[config.mk]
export PLATFORM = sky130hd
export DESIGN_NAME = commutation_sequencer
export DESIGN_NICKNAME = d
export VERILOG_FILES = /design/src/rtl/commutation_sequencer.sv
export SDC_FILE = /design/constraint.sdc
export NUM_CORES = 1
export LEC_CHECK = 0
export ABC_AREA = 1
export CORE_MARGIN = 2
export CORE_UTILIZATION = 50
export DETAILED_ROUTE_END_ITERATION = 10
export GPL_TIMING_DRIVEN = 0
export PLACE_DENSITY = 0.83
export SLEW_MARGIN = 25
export SYNTH_ARGS = -nofsm -noshare
export SYNTH_HDL_FRONTEND = slang
export SYNTH_SLANG_ARGS = --single-unit
export TNS_END_PERCENT = 5
[constraint.sdc]
create_clock -name clk -period 3.6 [get_ports clk]
set_clock_uncertainty 0.1 [all_clocks]
set_input_delay 0.72 -clock clk [delete_from_list [all_inputs] [get_ports clk]]
set_output_delay 0.72 -clock clk [all_outputs]
set_load 0.01 [all_outputs]
[src/rtl/commutation_sequencer.sv]
// Supervisory sequencer between the assist/torque path and the BLDC commutation block:
// run/dead/brake/fault sequencing, drive-magnitude slew limiting, stall/hall checks and hall period.
module commutation_sequencer #(
   parameter int DEAD_CYC  = 50,
   parameter int RAMP_DIV  = 256,
   parameter int STALL_CYC = 5_000_000,
   parameter int INVAL_CYC = 1000
) (
   input  logic        clk,
   input  logic        rst,
   input  logic [2:0]  hall_state,
   input  logic        brake_n,
   input  logic [11:0] drv_mag_req,
   input  logic        clr_fault,
   output logic [11:0] drv_mag,
   output logic        force_hiz,
   output logic        brake_req,
   output logic        fault,
   output logic [15:0] hall_period,
   output logic        period_vld
);

   localparam int DW = $clog2(DEAD_CYC + 1);
   localparam int RW = $clog2(RAMP_DIV + 1);
   localparam int SW = $clog2(STALL_CYC + 1);
   localparam int IW = $clog2(INVAL_CYC + 1);
   localparam logic [DW-1:0] DEAD_LAST  = DW'(DEAD_CYC - 1);
   localparam logic [RW-1:0] RAMP_LAST  = RW'(RAMP_DIV - 1);
   localparam logic [SW-1:0] STALL_LAST = SW'(STALL_CYC - 1);
   localparam logic [SW-1:0] STALL_MAX  = SW'(STALL_CYC);
   localparam logic [IW-1:0] INVAL_LAST = IW'(INVAL_CYC - 1);
   localparam logic [IW-1:0] INVAL_MAX  = IW'(INVAL_CYC);

   typedef enum logic [2:0] {S_IDLE, S_RUN, S_DEAD, S_BRAKE, S_FAULT} state_t;

   state_t        state_q, state_d;
   logic [2:0]    hall_prev_q, hall_prev_d;
   logic [DW-1:0] dead_cnt_q, dead_cnt_d;
   logic [RW-1:0] ramp_cnt_q, ramp_cnt_d;
   logic [SW-1:0] stall_cnt_q, stall_cnt_d;
   logic [IW-1:0] inval_cnt_q, inval_cnt_d;
   logic [15:0]   period_cnt_q, period_cnt_d;
   logic [11:0]   drv_mag_q, drv_mag_d;
   logic          force_hiz_q, force_hiz_d;
   logic          brake_req_q, brake_req_d;
   logic          fault_q, fault_d;
   logic [15:0]   hall_period_q, hall_period_d;
   logic          period_vld_q, period_vld_d;

   logic hall_valid, hall_edge, driving, inval_counting, stall_hit, inval_hit;

   always_comb begin
      hall_valid     = (hall_state != 3'b000) && (hall_state != 3'b111);
      hall_edge      = hall_valid && (hall_state != hall_prev_q);
      driving        = (state_q == S_RUN) || (state_q == S_DEAD);
      inval_counting = (state_q != S_BRAKE) && (state_q != S_FAULT);
      stall_hit      = driving && !hall_edge && (drv_mag_q != '0) && (stall_cnt_q >= STALL_LAST);
      inval_hit      = inval_counting && !hall_valid && (inval_cnt_q >= INVAL_LAST);
   end

   always_comb begin
      state_d    = state_q;
      dead_cnt_d = dead_cnt_q;
      if ((state_q != S_FAULT) && (stall_hit || inval_hit)) begin
         state_d = S_FAULT;
      end else if (!brake_n && (state_q inside {S_IDLE, S_RUN, S_DEAD})) begin
         state_d = S_BRAKE;
      end else begin
         case (state_q)
            S_IDLE:  if ((drv_mag_req != '0) && hall_valid) state_d = S_RUN;
            S_RUN: begin
               if (hall_edge) begin
                  state_d    = S_DEAD;
                  dead_cnt_d = DEAD_LAST;
               end else if ((drv_mag_req == '0) && (drv_mag_q == '0)) begin
                  state_d = S_IDLE;
               end
            end
            // a fresh commutation change restarts the whole dead-time window
            S_DEAD: begin
               if (hall_edge)               dead_cnt_d = DEAD_LAST;
               else if (dead_cnt_q == '0)   state_d    = S_RUN;
               else                         dead_cnt_d = dead_cnt_q - DW'(1);
            end
            S_BRAKE: if (brake_n)   state_d = S_IDLE;
            S_FAULT: if (clr_fault) state_d = S_IDLE;
            default: state_d = S_IDLE;
         endcase
      end
   end

   // Slew only while staying in a driving state; anything else zeroes magnitude and phase.
   always_comb begin
      drv_mag_d  = '0;
      ramp_cnt_d = '0;
      if (driving && ((state_d == S_RUN) || (state_d == S_DEAD))) begin
         drv_mag_d = drv_mag_q;
         if (drv_mag_q > drv_mag_req) begin
            drv_mag_d = drv_mag_req;
         end else if (drv_mag_q < drv_mag_req) begin
            if (ramp_cnt_q >= RAMP_LAST) drv_mag_d  = drv_mag_q + 12'd1;
            else                         ramp_cnt_d = ramp_cnt_q + RW'(1);
         end
      end
   end

   always_comb begin
      stall_cnt_d = stall_cnt_q;
      if (!driving || hall_edge)                              stall_cnt_d = '0;
      else if ((drv_mag_q != '0) && (stall_cnt_q < STALL_MAX)) stall_cnt_d = stall_cnt_q + SW'(1);

      // held (not cleared) in FAULT so a clear during a persisting bad code re-faults
      inval_cnt_d = inval_cnt_q;
      if (hall_valid)                                         inval_cnt_d = '0;
      else if (inval_counting && (inval_cnt_q < INVAL_MAX))   inval_cnt_d = inval_cnt_q + IW'(1);

      hall_prev_d   = hall_valid ? hall_state : hall_prev_q;
      period_vld_d  = hall_edge;
      hall_period_d = hall_edge ? period_cnt_q : hall_period_q;
      if (hall_edge)                    period_cnt_d = 16'd1;
      else if (period_cnt_q != 16'hFFFF) period_cnt_d = period_cnt_q + 16'd1;
      else                              period_cnt_d = period_cnt_q;

      force_hiz_d = state_d inside {S_IDLE, S_DEAD, S_FAULT};
      brake_req_d = (state_d == S_BRAKE);
      fault_d     = (state_d == S_FAULT);
   end

   always_ff @(posedge clk) begin
      if (rst) begin
         state_q       <= S_IDLE;
         hall_prev_q   <= hall_state;
         dead_cnt_q    <= '0;
         ramp_cnt_q    <= '0;
         stall_cnt_q   <= '0;
         inval_cnt_q   <= '0;
         period_cnt_q  <= 16'hFFFF;
         drv_mag_q     <= '0;
         force_hiz_q   <= 1'b1;
         brake_req_q   <= 1'b0;
         fault_q       <= 1'b0;
         hall_period_q <= 16'hFFFF;
         period_vld_q  <= 1'b0;
      end else begin
         state_q       <= state_d;
         hall_prev_q   <= hall_prev_d;
         dead_cnt_q    <= dead_cnt_d;
         ramp_cnt_q    <= ramp_cnt_d;
         stall_cnt_q   <= stall_cnt_d;
         inval_cnt_q   <= inval_cnt_d;
         period_cnt_q  <= period_cnt_d;
         drv_mag_q     <= drv_mag_d;
         force_hiz_q   <= force_hiz_d;
         brake_req_q   <= brake_req_d;
         fault_q       <= fault_d;
         hall_period_q <= hall_period_d;
         period_vld_q  <= period_vld_d;
      end
   end

   assign drv_mag     = drv_mag_q;
   assign force_hiz   = force_hiz_q;
   assign brake_req   = brake_req_q;
   assign fault       = fault_q;
   assign hall_period = hall_period_q;
   assign period_vld  = period_vld_q;

endmodule

==> Flow_metrics.wiki, run 1 <==
{| class="wikitable"
! Metric !! Value
|-
| Number of antenna-violating nets in the routed design || 0
|-
| Number of setup violations in the final report || 0
|-
| Max-capacitance violation count || 0
|-
| Number of DRC violations after detailed-routing iteration 0 || 260
|-
| CTS tree || yes
|-
| Number of register bits inferred by synthesis || 102
|-
| Total instance count after detailed placement || 1000
|-
| Max Transition Viols Final || 0
|-
| Global-route wire length before repair || 21500 um
|-
| # Post-CTS Setup Buffers || 0
|-
| Crit end category || register
|-
| HPWL Detailed || 9330 um
|-
| Cell type with the largest total area after synthesis || sky130_fd_sc_hd__dfxtp_1
|-
| Number of port buffers || 49
|-
| Area enclosed by the die boundary || 12100 sq um
|-
| Effective utilization at floorplan || 0.515
|-
| Number of sinks driven by the clock tree || between 100 and 150
|-
| Power per unit of standard cell area || 370 nW/um^2
|-
| Overall via count from detail_route || 5310
|-
| Final wirelength || 12700 um
|-
| Insertion delay of the later-clocked pin in the worst-skew pair || 390 ps
|-
| CP Data Required Time || 3790 ps
|-
| Count of non-filler cells in the finished layout || 1016
|-
| Die Wd || 110 um
|-
| Antenna fix cells || 0
|-
| H-tree levels || 3
|-
| Clock tree root buffer cell || sky130_fd_sc_hd__clkbuf_8
|-
| Maximum resistive drop on vdd || 0.382 mV
|-
| Area Growth Syn to Fin || 15.8%
|-
| Fraction of the cycle the final worst path needs || 0.787
|-
| Mean number of vias per cell || 5.23
|-
| Highest achievable clock rate || 0.353 GHz
|-
| Net count of the mapped netlist || 850
|-
| DRC violation count after routing || 0
|-
| Register area share after synthesis || 0.370
|-
| Number of antenna violations at the first check in global routing || 0
|-
| Worst max-slew margin expressed relative to the limit || 0.625
|-
| Max clock buf depth || 2
|-
| Type of the tightest min-delay check || register to register
|-
| Total power consumption of the routed design || 2.40 mW
|-
| Launching element type of the critical path || primary input
|-
| Count of hold buffers inserted by post-cts repair || 0
|-
| Result of the run || finished clean
|-
| Endpoints failing hold || 0
|-
| Library cells used by synthesis || 38
|-
| Maximum net fanout on the critical path || 10
|-
| Number of core rows || 38
|-
| Height of the die || between 100 and 150 um
|-
| Cell leakage power || between 2 and 3 nW
|-
| Routed len/inst || 12.5 um
|-
| Maximum number of pins on one net before global-route repair || 19
|-
| Total iterations of the first detailed-routing run || 4
|-
| Unrepaired setup endpoints after global routing || false
|-
| Overflow left after global routing || 0
|-
| Count of synthesis-stage warnings from yosys || 0
|-
| Final net count || about 900
|-
| Count of mapped cells out of synthesis || 811
|-
| Post-layout minimum cycle time || 2830 ps
|-
| Post-synthesis instance area || 5600 sq um
|-
| Category of the most critical setup path || primary input to register
|-
| Top-level port count || between 50 and 60
|-
| Inserted Clock Buffers || 9
|-
| Worst setup margin || 768 ps
|-
| Transition time at the pin with the least slew margin || 560 ps
|-
| Core area || between 10000 and 15000 sq um
|-
| Avg Cell Area, Syn || 6.91 sq um
|-
| Data arrival at the endpoint of the critical path || roughly 3000 ps
|-
| CTS-repair resized insts || 0
|-
| Fraction of final layout cells with drive strength greater than 1 || 0.0708
|-
| Gp weighted congestion || 0.934
|-
| Fraction of synthesized cell area taken by the top area cell type || 0.354
|-
| Global router's overall resource usage || 0.223
|-
| Reg clk slew, reported paths || around 100 ps
|-
| Synth area leaders || sky130_fd_sc_hd__dfxtp_1, sky130_fd_sc_hd__nand2_1, sky130_fd_sc_hd__nor2_1
|-
| Worst setup slack after placement || 418 ps
|-
| Setup TNS Final || 0 ps
|-
| Number of global-route vias before repair || 4906
|}
critical path: stages:
cell,delay [ps]
sky130_fd_sc_hd__clkdlybuf4s50_1,540
sky130_fd_sc_hd__inv_1,70
sky130_fd_sc_hd__ha_1,300
sky130_fd_sc_hd__a21oi_1,150
sky130_fd_sc_hd__o21ai_0,90
sky130_fd_sc_hd__a21oi_1,280
sky130_fd_sc_hd__nand2_1,130
sky130_fd_sc_hd__nand2_1,90
sky130_fd_sc_hd__buf_2,230
sky130_fd_sc_hd__inv_1,110
sky130_fd_sc_hd__nand2_1,80
sky130_fd_sc_hd__o21ai_0,80
sky130_fd_sc_hd__nor2_1,100
sky130_fd_sc_hd__nor2_1,50
logic make-up (layout without fill, tap and decap cells):
family                   count (synthesis)  in the layout  share of synthesized area
AO/OA/AOI/OAI                          118            118                      0.115
flip-flops                             102            102                      0.370
XOR/XNOR                                38             38                     0.0594
adder cells (fa/ha/maj)                 20             20                     0.0447
AND/OR/NAND/NOR                        405            405                      0.318
buffers and inverters                  128            193                     0.0929
cell usage after synthesis (all sizes together):
| cell | count |
|---|---|
| nor2 | 142 |
| a21oi | 53 |
| o21ai | 47 |
| nor4 | 9 |
| o31ai | 2 |
| o211ai | 5 |
| edfxtp | 3 |
| xor2 | 26 |
| o2111ai | 1 |
| inv | 110 |
| clkbuf | 6 |
| a31oi | 2 |
| o21bai | 2 |
| xnor2 | 12 |
| nand2 | 165 |
| clkinv | 2 |
| nor3b | 3 |
| nand4 | 18 |
| o22ai | 5 |
| ha | 20 |
| nand3 | 50 |
| nand3b | 1 |
| nor3 | 17 |
| dfxtp | 99 |
| buf | 10 |
| a211oi | 1 |
flip-flops by register name, indices dropped and copies added, names as in the netlist, 3 cells and up:
| register | cells |
|---|---|
| dead_cnt_q | 6 |
| drv_mag | 12 |
| hall_period | 16 |
| hall_prev_q | 3 |
| inval_cnt_q | 10 |
| period_cnt_q | 16 |
| ramp_cnt_q | 9 |
| stall_cnt_q | 23 |
| state_q | 3 |
cell usage in the layout, fill, tap and decap left out, drive strengths merged:
cell and count:
xor2 26, o22ai 5, o21bai 2, a211oi 1, nor4 9, inv 113, buf 10, nand3 50
edfxtp 3, ha 20, a21oi 53, o21ai 47, bufinv 1, nor2 142, clkdlybuf4s50 49, o2111ai 1
clkinv 4, nand2 165, nand3b 1, dfxtp 99, o31ai 2, nor3b 3, o211ai 5, nor3 17
clkbuf 16, a31oi 2, nand4 18, xnor2 12
path summary, 6_finish.rpt:
| path | start | to | slack [ps] | cells after the start |
|---|---|---|---|---|
| worst max-delay path | drv_mag_req[11] | drv_mag[10] | 770 | 14 |
| worst min-delay path | ramp_cnt_q[0] | ramp_cnt_q[0] | 350 | 1 |
| worst max register to register | drv_mag[9] | drv_mag[10] | 1250 | 12 |
| worst min register to register | ramp_cnt_q[0] | ramp_cnt_q[0] | 350 | 1 |
final cells by class:
cell class / instances / area, sq um
Clock buffer: 10 / 149
Timing Repair Buffer: 49 / 490
Tap cell: 140 / 175
Fill cell: 1001 / 4400
Clock inverter: 6 / 72.6
Buffer: 16 / 98.8
Multi-Input combinational cell: 581 / 3010
Inverter: 112 / 422
Sequential cell: 102 / 2070
power breakdown:
part | switching (mW) | internal, mW
registers | 0.0442 | 1.19
clock network | 0.427 | 0.374
logic | 0.216 | 0.149
metal layers:
metal	up-vias	part of all wire	track usage
li1	2739	-	-
met1	2411	0.46	0.276
met2	143	0.47	0.370
met3	17	0.058	0.0670
met4	0	0.012	0.0723
met5	-	0	0
through the flow:
stage               cell area [sq um]  hold WS (ps)   util
floorplan                        5600           317      -
global placement                 6270           331  0.576
detailed placement               6270           336  0.576
CTS                              6490           355  0.596
global route                     6490           373  0.596
finish                           6490           350  0.596
(Power assumes the default switching activity.)
==> run 2: changes to the inputs <==
==> constraint.sdc (replaced) <==
create_clock -name clk -period 2.7 [get_ports clk]
set_clock_uncertainty 0.1 [all_clocks]
set_input_delay 0.54 -clock clk [delete_from_list [all_inputs] [get_ports clk]]
set_output_delay 0.54 -clock clk [all_outputs]
set_load 0.01 [all_outputs]
==> run 2 against run 1 <==
Net effect:
- power is 33% higher
- first-iteration DRC count is 5.0% higher
- worst hold slack hardly changed
- highest routed layer unchanged
==> Flow_metrics.wiki, run 2 (same netlist as run 1, synthesis figures left out) <==
{| class="wikitable"
! Metric !! Value
|-
| Result of the run || finished clean
|-
| Type of the tightest min-delay check || register to register
|-
| Number of antenna violations at the first check in global routing || 0
|-
| Fraction of the cycle the final worst path needs || 0.967
|-
| Max Transition Viols Final || 0
|-
| Die Wd || between 100 and 150 um
|-
| Number of setup violations in the final report || 0
|-
| Area Growth Syn to Fin || 15.9%
|-
| Fill cells || 1000
|-
| Insertion delay of the later-clocked pin in the worst-skew pair || slightly below 400 ps
|-
| Area enclosed by the die boundary || 12100 sq um
|-
| Highest achievable clock rate || roughly 0.38 GHz
|-
| Height of the die || between 100 and 150 um
|-
| Largest register by flop count || stall_cnt_q
|-
| Max-capacitance violation count || 0
|-
| Endpoints failing hold || 0
|-
| Number of DRC violations after detailed-routing iteration 0 || 273
|-
| Top-level port count || 51
|-
| Data arrival at the endpoint of the critical path || 2800 ps
|-
| Cell type of the slowest stage on the worst timing path || sky130_fd_sc_hd__clkdlybuf4s50_1
|-
| Transition time at the pin with the least slew margin || 575 ps
|-
| R2R setup slack || around 380 ps
|-
| Hold Slack || 350 ps
|-
| Cell leakage power || 2.62 nW
|-
| Number of port buffers || 49
|-
| Fraction of final layout cells with drive strength greater than 1 || 0.0719
|-
| Cell family with most CP delay || buffers and inverters
|-
| Util after Layout || 0.596
|-
| Category of the most critical setup path || primary input to register
|-
| Overflow left after global routing || 0
|-
| Maximum net fanout on the critical path || 10
|-
| Biggest cell delay along the critical path || 520 ps
|-
| Final net count || 910
|-
| Number of antenna-violating nets in the routed design || 0
|-
| Maximum resistive drop on vdd || ~0.5 mV
|-
| Maximum number of pins on one net before global-route repair || 19
|-
| Number of sinks driven by the clock tree || 102
|-
| Gp weighted congestion || 0.934
|-
| Worst max-slew margin expressed relative to the limit || 0.615
|-
| Core area || 10900 sq um
|-
| Power per unit of standard cell area || 494 nW/um^2
|-
| CP Data Required Time || 2890 ps
|-
| HPWL Detailed || 9330 um
|-
| CTS tree || yes
|-
| Number of global-route vias before repair || 4906
|-
| R2r worst-path depth || 12
|-
| H-tree levels || 3
|-
| Effective utilization at floorplan || 0.515
|-
| WHS Endpoint || ramp_cnt_q[0]
|-
| Global router's overall resource usage || 0.223
|-
| DRC violation count after routing || 0
|-
| Max clock buf depth || 2
|-
| Hold path startpoint || ramp_cnt_q[0]
|-
| Final wirelength || 12700 um
|-
| Number of gates on the worst path with buffers counted || 14
|-
| Overall via count from detail_route || between 5000 and 6000
|-
| Dominant cell type by count on the critical path || sky130_fd_sc_hd__nand2_1
|-
| Crit end category || register
|-
| Cells on Worst Hold Path || 1
|-
| Launching element type of the critical path || primary input
|-
| Most frequent cells in the layout || sky130_fd_sc_hd__nand2_1, sky130_fd_sc_hd__nor2_1, sky130_fd_sc_hd__inv_1
|-
| Mean number of vias per cell || 5.23
|-
| Worst flop-to-flop path endpoint || drv_mag[10]
|-
| Total iterations of the first detailed-routing run || 5
|-
| Critical path cell sequence || clkdlybuf4s50_1 > inv_1 > ha_1 > a21oi_1 > o21ai_0 > a21oi_2 > nand2_1 > nand2_1 > buf_2 > inv_1 > nand2_1 > o21ai_0 > nor2_1 > nor2_1
|-
| Inserted Clock Buffers || 9
|-
| Clock tree root buffer cell || sky130_fd_sc_hd__clkbuf_8
|-
| Total power consumption of the routed design || 3.21 mW
|-
| Global-route wire length before repair || 21500 um
|-
| Critical register-to-register path startpoint || drv_mag[9]
|-
| Routed len/inst || 12.5 um
|-
| Reg clk slew, reported paths || 100 ps
|-
| Antenna fix cells || 0
|-
| Max reg flops || 23
|-
| CP bufs+invs || 4
|-
| Number of core rows || 38
|-
| Post-layout minimum cycle time || 2610 ps
|-
| Most common cell after layout, fill and taps aside || sky130_fd_sc_hd__nand2_1
|}
==> run 2: cell type report <==
cell class / instances / area, sq um / area share
Buffer: 16 / 98.8 / 0.0152
Clock buffer: 10 / 149 / 0.0229
Clock inverter: 6 / 72.6 / 0.0112
Inverter: 112 / 422 / 0.0649
Multi-Input combinational cell: 581 / 3010 / 0.464
Sequential cell: 102 / 2070 / 0.319
Tap cell: 140 / 175 / 0.0270
Timing Repair Buffer: 49 / 490 / 0.0755
==> run 2: timing repair <==
action | in CTS | in global routing
hold buffers | 0 | 0
gates resized for setup | 0 | 1
setup endpoints to repair | 0 | 3
setup buffers | 0 | 0
==> run 2: per-layer routing <==
metal | track usage | vias to the layer above | part of all wire
met5 | 0 | - | 0
met4 | 0.0723 | 0 | 0.017
met3 | 0.0670 | 25 | 0.060
met2 | 0.370 | 147 | 0.47
met1 | 0.276 | 2407 | 0.45
li1 | - | 2739 | -
==> run 2: worst max-delay path by stage <==
stage,from,end
after floorplan,drv_mag_req[7],drv_mag[0]
after global placement,drv_mag_req[11],drv_mag[10]
after detailed placement,drv_mag_req[11],drv_mag[10]
after CTS,drv_mag_req[11],drv_mag[10]
after global routing,drv_mag_req[11],drv_mag[0]
final,drv_mag_req[9],drv_mag[10]
==> run 2: worst reg2reg max path: stages (launching register included) <==
cell and delay, ps:
sky130_fd_sc_hd__dfxtp_1 470, sky130_fd_sc_hd__ha_1 290, sky130_fd_sc_hd__a21oi_1 190, sky130_fd_sc_hd__o21ai_0 120
sky130_fd_sc_hd__a21oi_2 200, sky130_fd_sc_hd__nand2_1 110, sky130_fd_sc_hd__nand2_1 80, sky130_fd_sc_hd__buf_2 230
sky130_fd_sc_hd__inv_1 120, sky130_fd_sc_hd__nand2_1 80, sky130_fd_sc_hd__o21ai_0 80, sky130_fd_sc_hd__nor2_1 100
sky130_fd_sc_hd__nor2_1 50
==> run 2: report_power, final <==
group          leakage (nW)  internal (mW)  switching (mW)
clock                 0.114          0.498           0.573
sequential            0.840           1.59          0.0591
combinational          1.66          0.199           0.288
==> run 2: stage by stage <==
step | cells | setup WS (ps) | setup TNS, ps | cell area (sq um)
CTS | 1016 | 100 | 0 | 6490
global route | 1016 | -11.7 | -11.7 | 6490
finish | 1016 | 89.4 | 0 | 6490
global placement | 1000 | -249 | -4650 | 6270
detailed placement | 1000 | -302 | -5600 | 6270
floorplan | 811 | 520 | 0 | 5600
